==> src/rtl/acca_div16by8_pkg.sv <==
// Shared constants for the 16/8 restoring divider: state encoding, default widths, latency.
// APPROX_DIV_EN selects the truncated-quotient latency for DIV_LAT.
package acca_div16by8_pkg;

  typedef enum logic [1:0] {
    IDLE = 2'd0,
    CALC = 2'd1,
    DONE = 2'd2
  } div_state_t;

  localparam int DIV_N          = 8;
  localparam int DIV_TRUNC_BITS = 2;

`ifdef APPROX_DIV_EN
  localparam int DIV_LAT = DIV_N - DIV_TRUNC_BITS + 1;
`else
  localparam int DIV_LAT = DIV_N + 1;
`endif

endpackage

==> src/rtl/acca_div16by8_if.sv <==
// Operand/result handshake bundle between the multiplier stage and the divider.
interface acca_div16by8_if
  import acca_div16by8_pkg::*;
#(
  parameter int N = DIV_N
);
  logic           in_valid;
  logic           in_ready;
  logic [2*N-1:0] dividend;
  logic [N-1:0]   divisor;
  logic           out_valid;
  logic           out_ready;
  logic [N-1:0]   quotient;
  logic [N-1:0]   remainder;
  logic           dz;
  logic           ovf;

  modport master (
    output in_valid, dividend, divisor, out_ready,
    input  in_ready, out_valid, quotient, remainder, dz, ovf
  );

  modport slave (
    input  in_valid, dividend, divisor, out_ready,
    output in_ready, out_valid, quotient, remainder, dz, ovf
  );
endinterface

==> src/rtl/acca_div_step.sv <==
// One combinational restoring-division step: shift in a dividend bit, trial-subtract the divisor.
module acca_div_step
  import acca_div16by8_pkg::*;
#(
  parameter int N = DIV_N
) (
  input  logic [N-1:0] r_in,
  input  logic         din,
  input  logic [N-1:0] divisor,
  output logic [N-1:0] r_out,
  output logic         q_bit
);
  logic [N:0] r_shift;

  always_comb begin
    r_shift = {r_in, din};
    // Compare at N+1 bits so a shifted-out MSB still counts; the difference always fits N bits.
    q_bit   = (r_shift >= {1'b0, divisor});
    r_out   = q_bit ? (r_shift[N-1:0] - divisor) : r_shift[N-1:0];
  end
endmodule

==> src/rtl/acca_div16by8.sv <==
// Sequential 2N/N unsigned restoring divider, one quotient bit per clock, valid/ready on both sides.
// APPROX_DIV_EN stops iterating after quotient bit TRUNC_BITS (low bits forced 0).
module acca_div16by8
  import acca_div16by8_pkg::*;
#(
  parameter int N          = DIV_N,
  parameter int TRUNC_BITS = DIV_TRUNC_BITS
) (
  input logic             clk,
  input logic             rst_n,
  acca_div16by8_if.slave  bus
);
`ifdef APPROX_DIV_EN
  localparam bit APPROX = 1'b1;
`else
  localparam bit APPROX = 1'b0;
`endif
  localparam int SKIP = APPROX ? TRUNC_BITS : 0;
  localparam int CW   = (N > 1) ? $clog2(N) : 1;
  localparam logic [CW-1:0] LAST_IDX  = CW'(SKIP);
  localparam logic [CW-1:0] FIRST_IDX = CW'(N - 1);

  div_state_t    state_q, state_d;
  logic [N-1:0]  r_q, r_d;
  logic [N-1:0]  q_q, q_d;
  logic [CW-1:0] cnt_q, cnt_d;
  logic [N-1:0]  dvd_lo_q, dvd_lo_d;
  logic [N-1:0]  dvs_q, dvs_d;
  logic [N-1:0]  quo_q, quo_d;
  logic [N-1:0]  rem_q, rem_d;
  logic          dz_q, dz_d;
  logic          ovf_q, ovf_d;

  logic [N-1:0]  r_step;
  logic          q_step;

  acca_div_step #(.N(N)) u_step (
    .r_in    (r_q),
    .din     (dvd_lo_q[cnt_q]),
    .divisor (dvs_q),
    .r_out   (r_step),
    .q_bit   (q_step)
  );

  always_comb begin
    state_d  = state_q;
    r_d      = r_q;
    q_d      = q_q;
    cnt_d    = cnt_q;
    dvd_lo_d = dvd_lo_q;
    dvs_d    = dvs_q;
    quo_d    = quo_q;
    rem_d    = rem_q;
    dz_d     = dz_q;
    ovf_d    = ovf_q;

    unique case (state_q)
      IDLE: begin
        if (bus.in_valid) begin
          // The high half seeds the partial remainder, so only the low half is kept for shifting.
          dvd_lo_d = bus.dividend[N-1:0];
          dvs_d    = bus.divisor;
          if (bus.divisor == '0) begin
            state_d = DONE;
            quo_d   = '1;
            rem_d   = bus.dividend[N-1:0];
            dz_d    = 1'b1;
            ovf_d   = 1'b0;
          end else if (bus.dividend[2*N-1:N] >= bus.divisor) begin
            state_d = DONE;
            quo_d   = '1;
            rem_d   = '0;
            dz_d    = 1'b0;
            ovf_d   = 1'b1;
          end else begin
            state_d = CALC;
            r_d     = bus.dividend[2*N-1:N];
            q_d     = '0;
            cnt_d   = FIRST_IDX;
            dz_d    = 1'b0;
            ovf_d   = 1'b0;
          end
        end
      end
      CALC: begin
        r_d        = r_step;
        q_d[cnt_q] = q_step;
        if (cnt_q == LAST_IDX) begin
          state_d = DONE;
          quo_d   = q_d;
          rem_d   = r_step;
        end else begin
          cnt_d = cnt_q - 1'b1;
        end
      end
      DONE: begin
        if (bus.out_ready) begin
          state_d = IDLE;
        end
      end
      default: state_d = IDLE;
    endcase
  end

  always_ff @(posedge clk or negedge rst_n) begin
    if (!rst_n) begin
      state_q  <= IDLE;
      r_q      <= '0;
      q_q      <= '0;
      cnt_q    <= '0;
      dvd_lo_q <= '0;
      dvs_q    <= '0;
      quo_q    <= '0;
      rem_q    <= '0;
      dz_q     <= 1'b0;
      ovf_q    <= 1'b0;
    end else begin
      state_q  <= state_d;
      r_q      <= r_d;
      q_q      <= q_d;
      cnt_q    <= cnt_d;
      dvd_lo_q <= dvd_lo_d;
      dvs_q    <= dvs_d;
      quo_q    <= quo_d;
      rem_q    <= rem_d;
      dz_q     <= dz_d;
      ovf_q    <= ovf_d;
    end
  end

  assign bus.in_ready  = (state_q == IDLE);
  assign bus.out_valid = (state_q == DONE);
  assign bus.quotient  = quo_q;
  assign bus.remainder = rem_q;
  assign bus.dz        = dz_q;
  assign bus.ovf       = ovf_q;
endmodule

==> src/flat_wrapper.sv <==
// flat-port wrapper written by rule: the top's interface ports become plain ports
module acca_div16by8_flat import acca_div16by8_pkg::*;
#(
  parameter int N          = DIV_N,
  parameter int TRUNC_BITS = DIV_TRUNC_BITS
)
  (clk, rst_n, bus_in_valid, bus_dividend, bus_divisor, bus_out_ready, bus_in_ready, bus_out_valid, bus_quotient, bus_remainder, bus_dz, bus_ovf);
  acca_div16by8_if #(.N(N)) bus_i ();
  input logic clk;
  input logic rst_n;
  input wire logic [$bits(bus_i.in_valid)-1:0] bus_in_valid;
  input wire logic [$bits(bus_i.dividend)-1:0] bus_dividend;
  input wire logic [$bits(bus_i.divisor)-1:0] bus_divisor;
  input wire logic [$bits(bus_i.out_ready)-1:0] bus_out_ready;
  output wire logic [$bits(bus_i.in_ready)-1:0] bus_in_ready;
  output wire logic [$bits(bus_i.out_valid)-1:0] bus_out_valid;
  output wire logic [$bits(bus_i.quotient)-1:0] bus_quotient;
  output wire logic [$bits(bus_i.remainder)-1:0] bus_remainder;
  output wire logic [$bits(bus_i.dz)-1:0] bus_dz;
  output wire logic [$bits(bus_i.ovf)-1:0] bus_ovf;
  assign bus_i.in_valid = bus_in_valid;
  assign bus_i.dividend = bus_dividend;
  assign bus_i.divisor = bus_divisor;
  assign bus_i.out_ready = bus_out_ready;
  assign bus_in_ready = bus_i.in_ready;
  assign bus_out_valid = bus_i.out_valid;
  assign bus_quotient = bus_i.quotient;
  assign bus_remainder = bus_i.remainder;
  assign bus_dz = bus_i.dz;
  assign bus_ovf = bus_i.ovf;
  acca_div16by8 #(.N(N), .TRUNC_BITS(TRUNC_BITS)) u_core (.clk(clk), .rst_n(rst_n), .bus(bus_i));
endmodule
==> config.mk <==
export PLATFORM = sky130hd
export DESIGN_NAME = acca_div16by8_flat
export DESIGN_NICKNAME = d
export VERILOG_FILES = /design/src/rtl/acca_div16by8_pkg.sv /design/src/rtl/acca_div16by8_if.sv /design/src/rtl/acca_div_step.sv /design/src/rtl/acca_div16by8.sv /design/src/flat_wrapper.sv
export SDC_FILE = /design/constraint.sdc
export NUM_CORES = 1
export LEC_CHECK = 0
export CORE_ASPECT_RATIO = 1.25
export CORE_UTILIZATION = 30
export DETAILED_ROUTE_END_ITERATION = 12
export GPL_TIMING_DRIVEN = 0
export HOLD_SLACK_MARGIN = 0.15
export PLACE_DENSITY = 0.53
export SETUP_SLACK_MARGIN = 0.2
export SKIP_CTS_REPAIR_TIMING = 1
export SLEW_MARGIN = 10
export SYNTH_ARGS = -nofsm -noshare
export SYNTH_HDL_FRONTEND = slang
export SYNTH_HIERARCHICAL = 1
export SYNTH_SLANG_ARGS = --single-unit
==> constraint.sdc <==
create_clock -name clk -period 7.8 [get_ports clk]
set_clock_uncertainty 0.2 [all_clocks]
set_input_delay 1.56 -clock clk [delete_from_list [all_inputs] [get_ports clk]]
set_output_delay 1.56 -clock clk [all_outputs]
set_load 0.01 [all_outputs]
==> out/metrics.cfg <==
[logic_synthesis]
synth.largest_area_cell=dfrtp_1
synthTopCellsByArea=dfrtp_1 (42%), mux2_2 (7.1%), ha_1 (6.8%)
netlist_area_um2=3310
yosysTopAreaCellShare_pct=41.6
postSynthAreaPerCell_um2=9.97
ys_warn_count=6
ys_ff_latch=55
synth_cells=332
synth-main-ff-cell=dfrtp_1
seq_area_frac_synth_pct=41.6
synthArstFlopShare_pct=100
synth_nets=379
synth-edff-count=0
synth_cell_types=56

[worst_setup_path]
crit_path_max_fanout=10
cp_data_arrival_time_ps=4000
end_kind=register
worst_setup_path_start_kind=input port
cp.required_ps=7780
critical_path_class=input port to register

[cts]
cts_tree=yes
cts.htree.levels=2
clockRootBuffer=clkbuf_16
path_clk_slew_ps=70
clock_latency_ps=290
numCtsBuffers=5
clockBufferDepth=2
clock-sinks=55

[detailed_routing]
post-route-drc-count=0
dr.first_iter.drc_count=147
wl_mm=8.58
ant_nets=0
via_count=2623
dr.pass1.iters=4
via_per_inst=5.06
wl_per_cell_um=16.6

[timing]
min_period_ps=4020
hold_viol_final=0
slew_headroom_pct=51.1
tightestPinTransition_ps=733
finalCritPeriodShare_pct=51.6
drv_slew=0
setup_viol=0
rsz0062_at_grt=no
max_clock_freq_mhz=249
fin_tns_setup_ps=0

[place]
hpwl_mm=6.64
routabilityCongestion=0.807
port_buffers=47
dpl_cell_area_um2=3940
dp.cells=511

[layout]
design_area_um2=4090
num_antenna_cells=0
layout_commonest_cell=dfrtp_1
final_util_pct=38.3
final_cells=518
final_cell_mix=dfrtp_1 (55), nand2_1 (49), clkdlybuf4s50_1 (46)
nNetsFinal=433
drive_above_1_share_pct=13.7
syn_to_final_growth_pct=23.5

[power]
ir_worst_vdd_mv=0.144
power_density_nw_per_um2=411
power_mw=1.68
power_leakage_nw=1.78

[grt]
grt_max_degree=56
first_global_vias=2661
track_usage_pct=15.9
grt_overflow=0
grt_pass1_wl_mm=13.9
grt_antenna_before_repair=0

[flow_run]
max-cap-violations=0

[floorplanning]
initial_core_util_pct=31.0
rows=42
die_x_um=95.9
dieHeight_um=119
coreArea_um2=10700
num_io_pins=48
dieArea_um2=11500

[run_status]
outcome=finished, final reports clean

[worst_hold_path]
hp-class=register to register

==> logic make-up after synthesis <==
kind of cell / Yosys count / share of synthesized area [%]
simple gates: 92 / 13.5
fa+ha+maj: 19 / 7.41
buf+inv: 43 / 5.60
mux: 30 / 10.8
xor+xnor: 4 / 1.06
flops: 55 / 41.6
compound gates: 89 / 20.1
==> cell type report <==
class | count | area, µm²
plain buffers | 17 | 87.6
repair buffers | 47 | 468
multi-input cells | 234 | 1750
flip-flops and latches | 55 | 1380
clock inverters | 1 | 5.00
inverters | 26 | 97.6
clock buffers | 6 | 139
well taps | 132 | 165
fillers | 1067 | 6580
==> sequential cells by signal, indices dropped and copies added, names as in the netlist <==
name,count
u_core/bus.remainder,8
u_core/bus.dz,1
u_core/r_q,8
u_core/q_q,8
u_core/state_q,2
u_core/dvd_lo_q,8
u_core/dvs_q,8
u_core/bus.quotient,8
u_core/bus.ovf,1
u_core/cnt_q,3
==> synthesized netlist by cell type, types with 6 or more instances <==
library cell	n
dfrtp_1	55
nand2_1	49
o21ai_0	31
inv_1	25
mux2_2	21
ha_1	18
o211ai_1	17
nand3_1	8
nor2_1	8
buf_2	7
clkbuf_1	7
mux2i_1	6
==> critical path, stage by stage <==
cell and delay, ps:
clkdlybuf4s50_1 480, inv_1 60, ha_1 330, and3_4 230
nand2_1 110, a31oi_4 240, a2bb2oi_2 460, buf_6 220
mux2_4 300
==> final timing paths <==
path,from,to,slack (ps),cells past startpoint
max,bus_divisor[7],u_core/bus.remainder[6]$_DFFE_PN0P_,3780,9
min,u_core/dvs_q[4]$_DFFE_PN0P_,u_core/dvs_q[4]$_DFFE_PN0P_,290,2
max reg2reg,u_core/cnt_q[2]$_DFFE_PN0P_,u_core/bus.remainder[5]$_DFFE_PN0P_,4040,14
min reg2reg,u_core/dvs_q[4]$_DFFE_PN0P_,u_core/dvs_q[4]$_DFFE_PN0P_,290,2
max in group asynchronous,rst_n,u_core/dvs_q[3]$_DFFE_PN0P_,5790,1
min in group asynchronous,rst_n,u_core/dvd_lo_q[0]$_DFFE_PN0P_,1140,1
==> routing by layer <==
layer | up-vias | routed length (µm) | track usage, %
met2 | 46 | 4290 | 26.7
met3 | 8 | 230 | 2.04
li1 | 1294 | - | -
met1 | 1275 | 3900 | 21.0
met5 | - | 0 | 0
met4 | 0 | 150 | 4.66
==> per-stage QoR <==
| step | setup WS, ps | hold WS [ps] |
|---|---|---|
| final | 3780 | 291 |
| after global routing | 3660 | 309 |
| after CTS | 3770 | 295 |
| after detailed placement | 3470 | 278 |
| after global placement | 3080 | 268 |
| after floorplan | 4270 | 250 |
==> where the power goes <==
part / leakage, nW / switching (mW) / internal [mW]
logic: 1.05 / 0.528 / 0.456
registers: 0.660 / 0.0691 / 0.399
clock network: 0.0727 / 0.101 / 0.126
total: 1.78 / 0.698 / 0.981
(Power assumes the default switching activity.)
